$ cat src/rtl/ysyx_22040895_trap_ctrl_pkg.sv
// ysyx_22040895_trap_ctrl_pkg: trap sequencer states, mstatus bit positions and cause codes
package ysyx_22040895_trap_ctrl_pkg;

    typedef enum logic [2:0] {
        IDLE   = 3'd0,
        T_SAVE = 3'd1,
        T_STAT = 3'd2,
        T_JUMP = 3'd3,
        R_STAT = 3'd4,
        R_JUMP = 3'd5
    } state_e;

    localparam int         MIE_BIT        = 3;
    localparam int         MPIE_BIT       = 7;
    localparam int         MPP_LO         = 11;
    localparam int         MPP_HI         = 12;
    localparam logic [1:0] MPP_M          = 2'b11;
    localparam int         ECALL_M_CODE   = 11;
    localparam int         IRQ_TIMER_CODE = 7;

endpackage

$ cat src/rtl/ysyx_22040895_mstatus_upd.sv
// ysyx_22040895_mstatus_upd: mstatus rewrite for trap entry (is_mret=0) and mret (is_mret=1)
module ysyx_22040895_mstatus_upd
    import ysyx_22040895_trap_ctrl_pkg::*;
#(
    parameter int XLEN = 64
) (
    input  logic [XLEN-1:0] mstatus_old,
    input  logic            is_mret,
    output logic [XLEN-1:0] mstatus_new
);

    // Trap stacks MIE into MPIE and masks; mret restores MIE from MPIE; both force MPP to machine mode
    always_comb begin
        mstatus_new                = mstatus_old;
        mstatus_new[MIE_BIT]       = is_mret ? mstatus_old[MPIE_BIT] : 1'b0;
        mstatus_new[MPIE_BIT]      = is_mret ? 1'b1 : mstatus_old[MIE_BIT];
        mstatus_new[MPP_HI:MPP_LO] = MPP_M;
    end

endmodule

$ cat src/rtl/ysyx_22040895_trap_ctrl.sv
// ysyx_22040895_trap_ctrl: sequences ecall/mret (and timer IRQ when YSYX_22040895_TRAP_IRQ_EN is defined) into CSR accesses and a PC redirect
module ysyx_22040895_trap_ctrl
    import ysyx_22040895_trap_ctrl_pkg::*;
#(
    parameter int XLEN        = 64,
    parameter int ECALL_CAUSE = ECALL_M_CODE
) (
    input  logic            clk,
    input  logic            rst,
`ifdef YSYX_22040895_TRAP_IRQ_EN
    input  logic            irq_timer_i,
`endif
    input  logic            ecall_i,
    input  logic            mret_i,
    input  logic [XLEN-1:0] pc_i,
    output logic            ready_o,
    output logic            busy_o,
    output logic            redirect_o,
    output logic [XLEN-1:0] redirect_pc_o,
    output logic            set_mepc_o,
    output logic            set_mcause_o,
    output logic            set_mstatus_o,
    output logic            get_mepc_o,
    output logic            get_mtvec_o,
    output logic            get_mstatus_o,
    output logic [XLEN-1:0] wdata_mepc_o,
    output logic [XLEN-1:0] wdata_mcause_o,
    output logic [XLEN-1:0] wdata_mstatus_o,
    input  logic [XLEN-1:0] rdata_mepc_i,
    input  logic [XLEN-1:0] rdata_mtvec_i,
    input  logic [XLEN-1:0] rdata_mstatus_i
);

    localparam logic [XLEN-1:0] IRQ_CAUSE = {1'b1, {(XLEN-4){1'b0}}, 3'(IRQ_TIMER_CODE)};
    localparam logic [XLEN-1:0] TVEC_MASK = {{(XLEN-2){1'b1}}, 2'b00};

    state_e          state, state_nxt;
    logic [XLEN-1:0] pc_q, cause_q, mstatus_new;
    logic            idle, take_irq, accept;

    // Requests are only seen in IDLE and never while reset is held
    assign idle = (state == IDLE) & rst;

`ifdef YSYX_22040895_TRAP_IRQ_EN
    assign take_irq = idle & irq_timer_i & rdata_mstatus_i[MIE_BIT];
`else
    assign take_irq = 1'b0;
`endif

    assign accept = idle & (take_irq | ecall_i | mret_i);

    ysyx_22040895_mstatus_upd #(.XLEN(XLEN)) u_mstatus_upd (
        .mstatus_old (rdata_mstatus_i),
        .is_mret     (state == R_STAT),
        .mstatus_new (mstatus_new)
    );

    // State register plus pc/cause latched at accept; async reset abandons a sequence mid-way
    always_ff @(posedge clk or negedge rst) begin
        if (!rst) begin
            state   <= IDLE;
            pc_q    <= '0;
            cause_q <= '0;
        end else begin
            state <= state_nxt;
            if (accept) begin
                pc_q    <= pc_i;
                cause_q <= take_irq ? IRQ_CAUSE : ecall_i ? XLEN'(ECALL_CAUSE) : '0;
            end
        end
    end

    // Next state and Moore decode; IRQ beats ecall beats mret, a losing mret stays pending
    always_comb begin
        state_nxt       = state;
        ready_o         = idle;
        busy_o          = state != IDLE;
        redirect_o      = 1'b0;
        redirect_pc_o   = '0;
        set_mepc_o      = 1'b0;
        set_mcause_o    = 1'b0;
        set_mstatus_o   = 1'b0;
        get_mepc_o      = 1'b0;
        get_mtvec_o     = 1'b0;
`ifdef YSYX_22040895_TRAP_IRQ_EN
        get_mstatus_o   = idle;
`else
        get_mstatus_o   = 1'b0;
`endif
        wdata_mepc_o    = '0;
        wdata_mcause_o  = '0;
        wdata_mstatus_o = '0;
        case (state)
            IDLE: state_nxt = (take_irq | ecall_i) ? T_SAVE : mret_i ? R_STAT : IDLE;
            T_SAVE: begin
                state_nxt      = T_STAT;
                set_mepc_o     = 1'b1;
                wdata_mepc_o   = pc_q;
                set_mcause_o   = 1'b1;
                wdata_mcause_o = cause_q;
            end
            T_STAT, R_STAT: begin
                state_nxt       = (state == T_STAT) ? T_JUMP : R_JUMP;
                get_mstatus_o   = 1'b1;
                set_mstatus_o   = 1'b1;
                wdata_mstatus_o = mstatus_new;
            end
            T_JUMP: begin
                state_nxt     = IDLE;
                get_mtvec_o   = 1'b1;
                redirect_o    = 1'b1;
                redirect_pc_o = rdata_mtvec_i & TVEC_MASK;
            end
            R_JUMP: begin
                state_nxt     = IDLE;
                get_mepc_o    = 1'b1;
                redirect_o    = 1'b1;
                redirect_pc_o = rdata_mepc_i;
            end
            default: state_nxt = IDLE;
        endcase
    end

endmodule

$ cat config.mk
export PLATFORM = sky130hd
export DESIGN_NAME = ysyx_22040895_trap_ctrl
export DESIGN_NICKNAME = d
export VERILOG_FILES = /design/src/rtl/ysyx_22040895_trap_ctrl_pkg.sv /design/src/rtl/ysyx_22040895_mstatus_upd.sv /design/src/rtl/ysyx_22040895_trap_ctrl.sv
export SDC_FILE = /design/constraint.sdc
export NUM_CORES = 1
export LEC_CHECK = 0
export CAP_MARGIN = 20
export CORE_AREA = 2 2 205 207
export DETAILED_ROUTE_END_ITERATION = 7
export DIE_AREA = 0 0 207 209
export DONT_BUFFER_PORTS = 1
export PLACE_DENSITY_LB_ADDON = 0.1
export SLEW_MARGIN = 40
export SYNTH_ARGS = -nofsm -noshare
export SYNTH_HDL_FRONTEND = slang
export SYNTH_SLANG_ARGS = --single-unit
$ cat constraint.sdc
create_clock -name clk -period 2.78 [get_ports clk]
set_input_delay 0.556 -clock clk [delete_from_list [all_inputs] [get_ports clk]]
set_output_delay 0.556 -clock clk [all_outputs]
set_load 0.005 [all_outputs]
After elaboration in Yosys (flattened, before gate mapping)
Index checks and enable logic that the tools add are counted.
Widths: inputs -> output; s select.
{"block": "classes", "n_eq_ne": 5, "mux": 16, "bitwise": 3, "reduce_logical": 4}
{"op": "$mux 64", "count": 3}
{"op": "$pmux 64 s2", "count": 1}
{"op": "$mux 3", "count": 3}
{"op": "$pmux 3 s3", "count": 1}
{"op": "$mux 1", "count": 7}
{"op": "$eq 3x2->1 const B", "count": 2}
{"op": "$eq 3x3->1 const B", "count": 2}
{"op": "$mux 4", "count": 1}
{"op": "$reduce_or 2->1", "count": 2}
{"op": "$eq 3x1->1 const B", "count": 1}
{"op": "$logic_not 3->1", "count": 1}
{"op": "$reduce_bool 3->1", "count": 1}
{"op": "$and 1x1->1", "count": 2}
{"op": "$or 1x1->1", "count": 1}
{"block": "totals", "ff_bits": 131, "inputBits": 260, "word_cells": 31}

Depth between registers and ports, before layout
{"block": "depth", "depth_word": 3, "ltp_mapped": 6, "depth_no_buf": 3}

Cells and area by module
From an unflattened synthesis, not the netlist that was laid out.
{"block": "unflattened", "hier_cells": 512, "area_unflattened_um2": 5395.2}
{"mod": "ysyx_22040895_trap_ctrl", "n_inst": 1, "cells_each": 447, "area_each_um2": 4912.2}
{"mod": "ysyx_22040895_mstatus_upd", "n_inst": 1, "cells_each": 65, "area_each_um2": 483.0}

Worst setup path after synthesis
Ideal clock, no wire load.
{"block": "synth_timing", "path_type": "register -> output", "from": "register state[2]", "to": "output redirect_pc_o[10]", "arrival_ns": 1.383, "slack_ns": 0.841, "path_stages_with_launch": 7, "path_buffers": 3, "path_cell_list": "dfrtp_1 > buf_2 > nor2b_1 > and2_1 > buf_2 > buf_1 > a22o_1"}
{"block": "synth_via", "elab_chain_cells": 2, "word_cells_on_any_way": 3, "classes_between": "2 x eq/ne; 1 x mux"}
{"item": "start: declaration", "line": "ysyx_22040895_trap_ctrl.sv:37", "rtl": "state_e state, state_nxt;"}
{"item": "start signal: assignment", "line": "ysyx_22040895_trap_ctrl.sv:65", "rtl": "state <= state_nxt;"}
{"item": "$eq 3x3->1 / $eq 3x2->1 (equally long branches)", "line": "ysyx_22040895_trap_ctrl.sv:93", "rtl": "case (state)"}
{"item": "$pmux 64 s2 (*)", "line": "ysyx_22040895_trap_ctrl.sv:93"}
{"item": "end: declaration", "line": "ysyx_22040895_trap_ctrl.sv:19", "rtl": "output logic [XLEN-1:0] redirect_pc_o,"}
Mark *: on every way between the ends. The rest lies on a longest branch, timed or not.

Final worst setup path
{"block": "layout_timing", "from": "register state[1]", "to": "output wdata_mstatus_o[44]"}
{"block": "layout_via", "elab_chain_cells": 3, "word_cells_on_any_way": 4, "classes_between": "2 x eq/ne; 1 x mux; 1 x reduce/logical"}
{"item": "$eq 3x2->1 / $eq 3x3->1 (equally long branches)", "line": "ysyx_22040895_trap_ctrl.sv:93"}
{"item": "$reduce_or 2->1 (*)", "line": "ysyx_22040895_trap_ctrl.sv:93"}
{"item": "$mux 64 (*)", "line": "ysyx_22040895_trap_ctrl.sv:93"}
{"item": "end: declaration", "line": "ysyx_22040895_trap_ctrl.sv:28", "rtl": "output logic [XLEN-1:0] wdata_mstatus_o,"}
Marks and branches as above.

==> impl_metrics.yaml <==
synth:
  synth_common_cells: "127 x and2_1, 68 x dfrtp_1, 67 x buf_4"
  yosys.area.top_type: "dfrtp_1"
  synth.avg_cell_area_um2: 11.0
  ys_types: 26
  synthSimpleGateAreaFrac_pct: 18.1
  netlist.area_leader.share_pct: 34.6
  synthMuxAreaShare_pct: 19.2
  synth_top_family_by_area: "multiplexers"
  ys_ff_latch: 68
  yosys_warnings: 0
  syn_area_um2: 4920
  synth_cells: 449
  synth-adder-area-share_pct: 0
  synth_ff_type: "dfrtp_1"
  yosysMostFrequentCell: "and2_1"
  synth-edff-count: 0
  synth-xor-area-share_pct: 0.356
  synth_compound_area_share_pct: 11.8
  synth-seq-area-share_pct: 34.6
  async_flop_share_pct: 100
  synth.area.top_cells: "dfrtp_1 35%, mux2_4 18%, and2_1 16%"
clock_network:
  cts_setup_buffers: 0
  root_buffer: "clkbuf_16"
  htree_num_levels: 3
  clock_path_buffers: 2
  clk_latency_ps: 350
  cts_made_buffers: 9
  cts_sinks: 68
  ctsResizeCount: 0
  hold_buffers: 1
  cts_tree: "done"
  clk_pin_slew_worst_paths_ps: 70
global_routing:
  grt_max_degree: 69
  track_usage_pct: 9.41
  grt_pass1_wl_um: 28800
  antenna_found_initial: 7
  grt_pass1_vias: 3460
  gr-total-overflow: 0
timing:
  rsz0062_at_grt: "no"
  relSlewSlack_pct: 60.0
  tns_ps: 0
  hold_violations: 0
  setup_violations: 0
  fmax_mhz: 390
  final_max_slew_viol_count: 0
  worst_slew_pin_slew_ps: 596
  layout_worst_path_cycle_share_pct: 92.2
  min_period_ps: 2560
  skew_ps: 11.4
place:
  gp_congestion: 0.886
  hpwl_um: 17400
  port_buffers: 0
setup_path:
  slowest_stage: "dfrtp_1"
  crit_start: "state[1]$_DFF_PN0_"
  regToRegStartpoint: "state[0]$_DFF_PN0_"
  required_ps: 2220
  cp.depth: 4
  critPathLaunchType: "flip-flop"
  rr_worst_depth: 4
  crit_fanout: 64
  worstSetupPathType: "reg -> out"
  crit_arrival_ps: 2010
  crit_family: "flip-flops"
  worst-path-buf-inv: 1
  critPathCaptureType: "output port"
  path_cells: "xnor2_1 > nor2_4 > buf_4 > and2_1"
  cp_slowest_stage_delay_ps: 570
floorplanning:
  io_pins: 525
  start_util_pct: 11.9
  dieArea_um2: 43300
  die_height_um: 209
  core.rowCount: 75
  core_area_um2: 41300
  die_w_um: 207
detailed_routing:
  drc: 0
  ant_nets: 0
  dr.pass1.iters: 4
  wl_per_cell_um: 22.8
  vias_per_cell: 3.40
  vias: 3293
  drt_iter0_markers: 139
  wl_um: 22000
finish:
  final_nets: 684
  syn_to_final_growth_pct: 12.1
  final_core_util_pct: 13.4
  drive_gt1_share_pct: 21.0
  num-fill-cells: 4681
pwr:
  ir_drop_mv: 0.294
  p_leak_nw: 2.30
  cellPowerDensity_nw_per_um2: 1100
flow_run:
  drv_cap: 0
worst_hold_path:
  hold_class: "in -> async"
run_status:
  status: "finished, final reports clean"
[state kept, by name, summed over array words and instances (netlist names)]
register / cells
cause_q: 1
pc_q: 64
state: 3
[worst register-to-register path: cells and delay by family, from the launching register on]
family	cells	cell delay, ps
DFF	1	560
and+or+nand+nor	1	380
muxes	1	370
AOI/OAI and AO/OA	1	330
buffers and inverters	1	300
[final cells by class]
| class | instances | area [µm²] | area share, % |
|---|---|---|---|
| clock buffers | 9 | 225 | 4.08 |
| diodes | 1 | 2.50 | 0.0453 |
| flip-flops and latches | 68 | 1700 | 30.8 |
| clock inverters | 6 | 88.8 | 1.61 |
| inverters | 1 | 3.75 | 0.0680 |
| well taps | 539 | 674 | 12.2 |
| multi-input cells | 336 | 2680 | 48.6 |
| repair buffers | 8 | 143 | 2.58 |
[stage by stage]
| stage | worst slack, ps | area [µm²] | cells | hold slack [ps] | total power (W) |
|---|---|---|---|---|---|
| 4_1_cts | 165 | 5520 | 967 | 101 | 0.00622 |
| 6_report | 218 | 5520 | 968 | 109 | 0.00607 |
| 3_3_place_gp | 590 | 5180 | 951 | 263 | 0.00480 |
| 5_1_grt | 58.9 | 5520 | 967 | 117 | 0.00649 |
| 3_5_place_dp | 562 | 5180 | 951 | 263 | 0.00478 |
| 2_1_floorplan | 841 | 5150 | 509 | 260 | 0.00419 |
[routing by layer]
| metal | vias up | global-route usage, % | wire (µm) |
|---|---|---|---|
| met4 | 8 | 3.72 | 771 |
| met1 | 1607 | 10.8 | 8520 |
| li1 | 1347 | - | - |
| met2 | 289 | 14.6 | 10100 |
| met3 | 42 | 5.08 | 2590 |
| met5 | - | 0 | 52 |
[report_power, final]
| part | leakage [nW] | switching [W] | internal (W) | total (W) |
|---|---|---|---|---|
| sequential | 0.808 | 0.000316 | 0.00150 | 0.00181 |
| combinational | 1.34 | 0.00154 | 0.00142 | 0.00296 |
| clock | 0.148 | 0.000516 | 0.000784 | 0.00130 |
[placed cells by master (no fill, tap or decap), types with 2 or more instances in the layout]
| cell | synthesis | routed |
|---|---|---|
| and2_1 | 127 | 125 |
| dfrtp_1 | 68 | 68 |
| a22o_1 | 63 | 63 |
| conb_1 | 1 | 61 |
| mux2_4 | 60 | 60 |
| clkbuf_16 | 0 | 9 |
| buf_12 | 7 | 5 |
| mux2_1 | 4 | 4 |
| nor2b_1 | 2 | 2 |
| and2_2 | 0 | 2 |
| and3_1 | 2 | 2 |
| xnor2_1 | 2 | 2 |
| nor2_1 | 3 | 2 |
| a21oi_1 | 2 | 2 |
| nand2_1 | 2 | 2 |
| nor3_1 | 2 | 2 |
| bufinv_16 | 0 | 2 |
| clkinvlp_4 | 0 | 2 |
| buf_4 | 67 | 2 |
[final timing paths]
path / to / slack (ps)
hold reg to reg: pc_q[44]$_DFFE_PN0P_ / 480
hold / removal: pc_q[48]$_DFFE_PN0P_ / 110
min in group clk: pc_q[44]$_DFFE_PN0P_ / 340
setup / recovery: wdata_mstatus_o[44] / 220
setup reg to reg: pc_q[25]$_DFFE_PN0P_ / 710
max in group asynchronous: pc_q[9]$_DFFE_PN0P_ / 2340
[logic make-up after synthesis]
family	after synthesis
and+or+nand+nor	142
AOI/OAI and AO/OA	67
DFF	68
xor gates and xnor gates	2
other	1
buffers and inverters	105
muxes	64
Note: power is estimated with default switching activity, not from simulation.
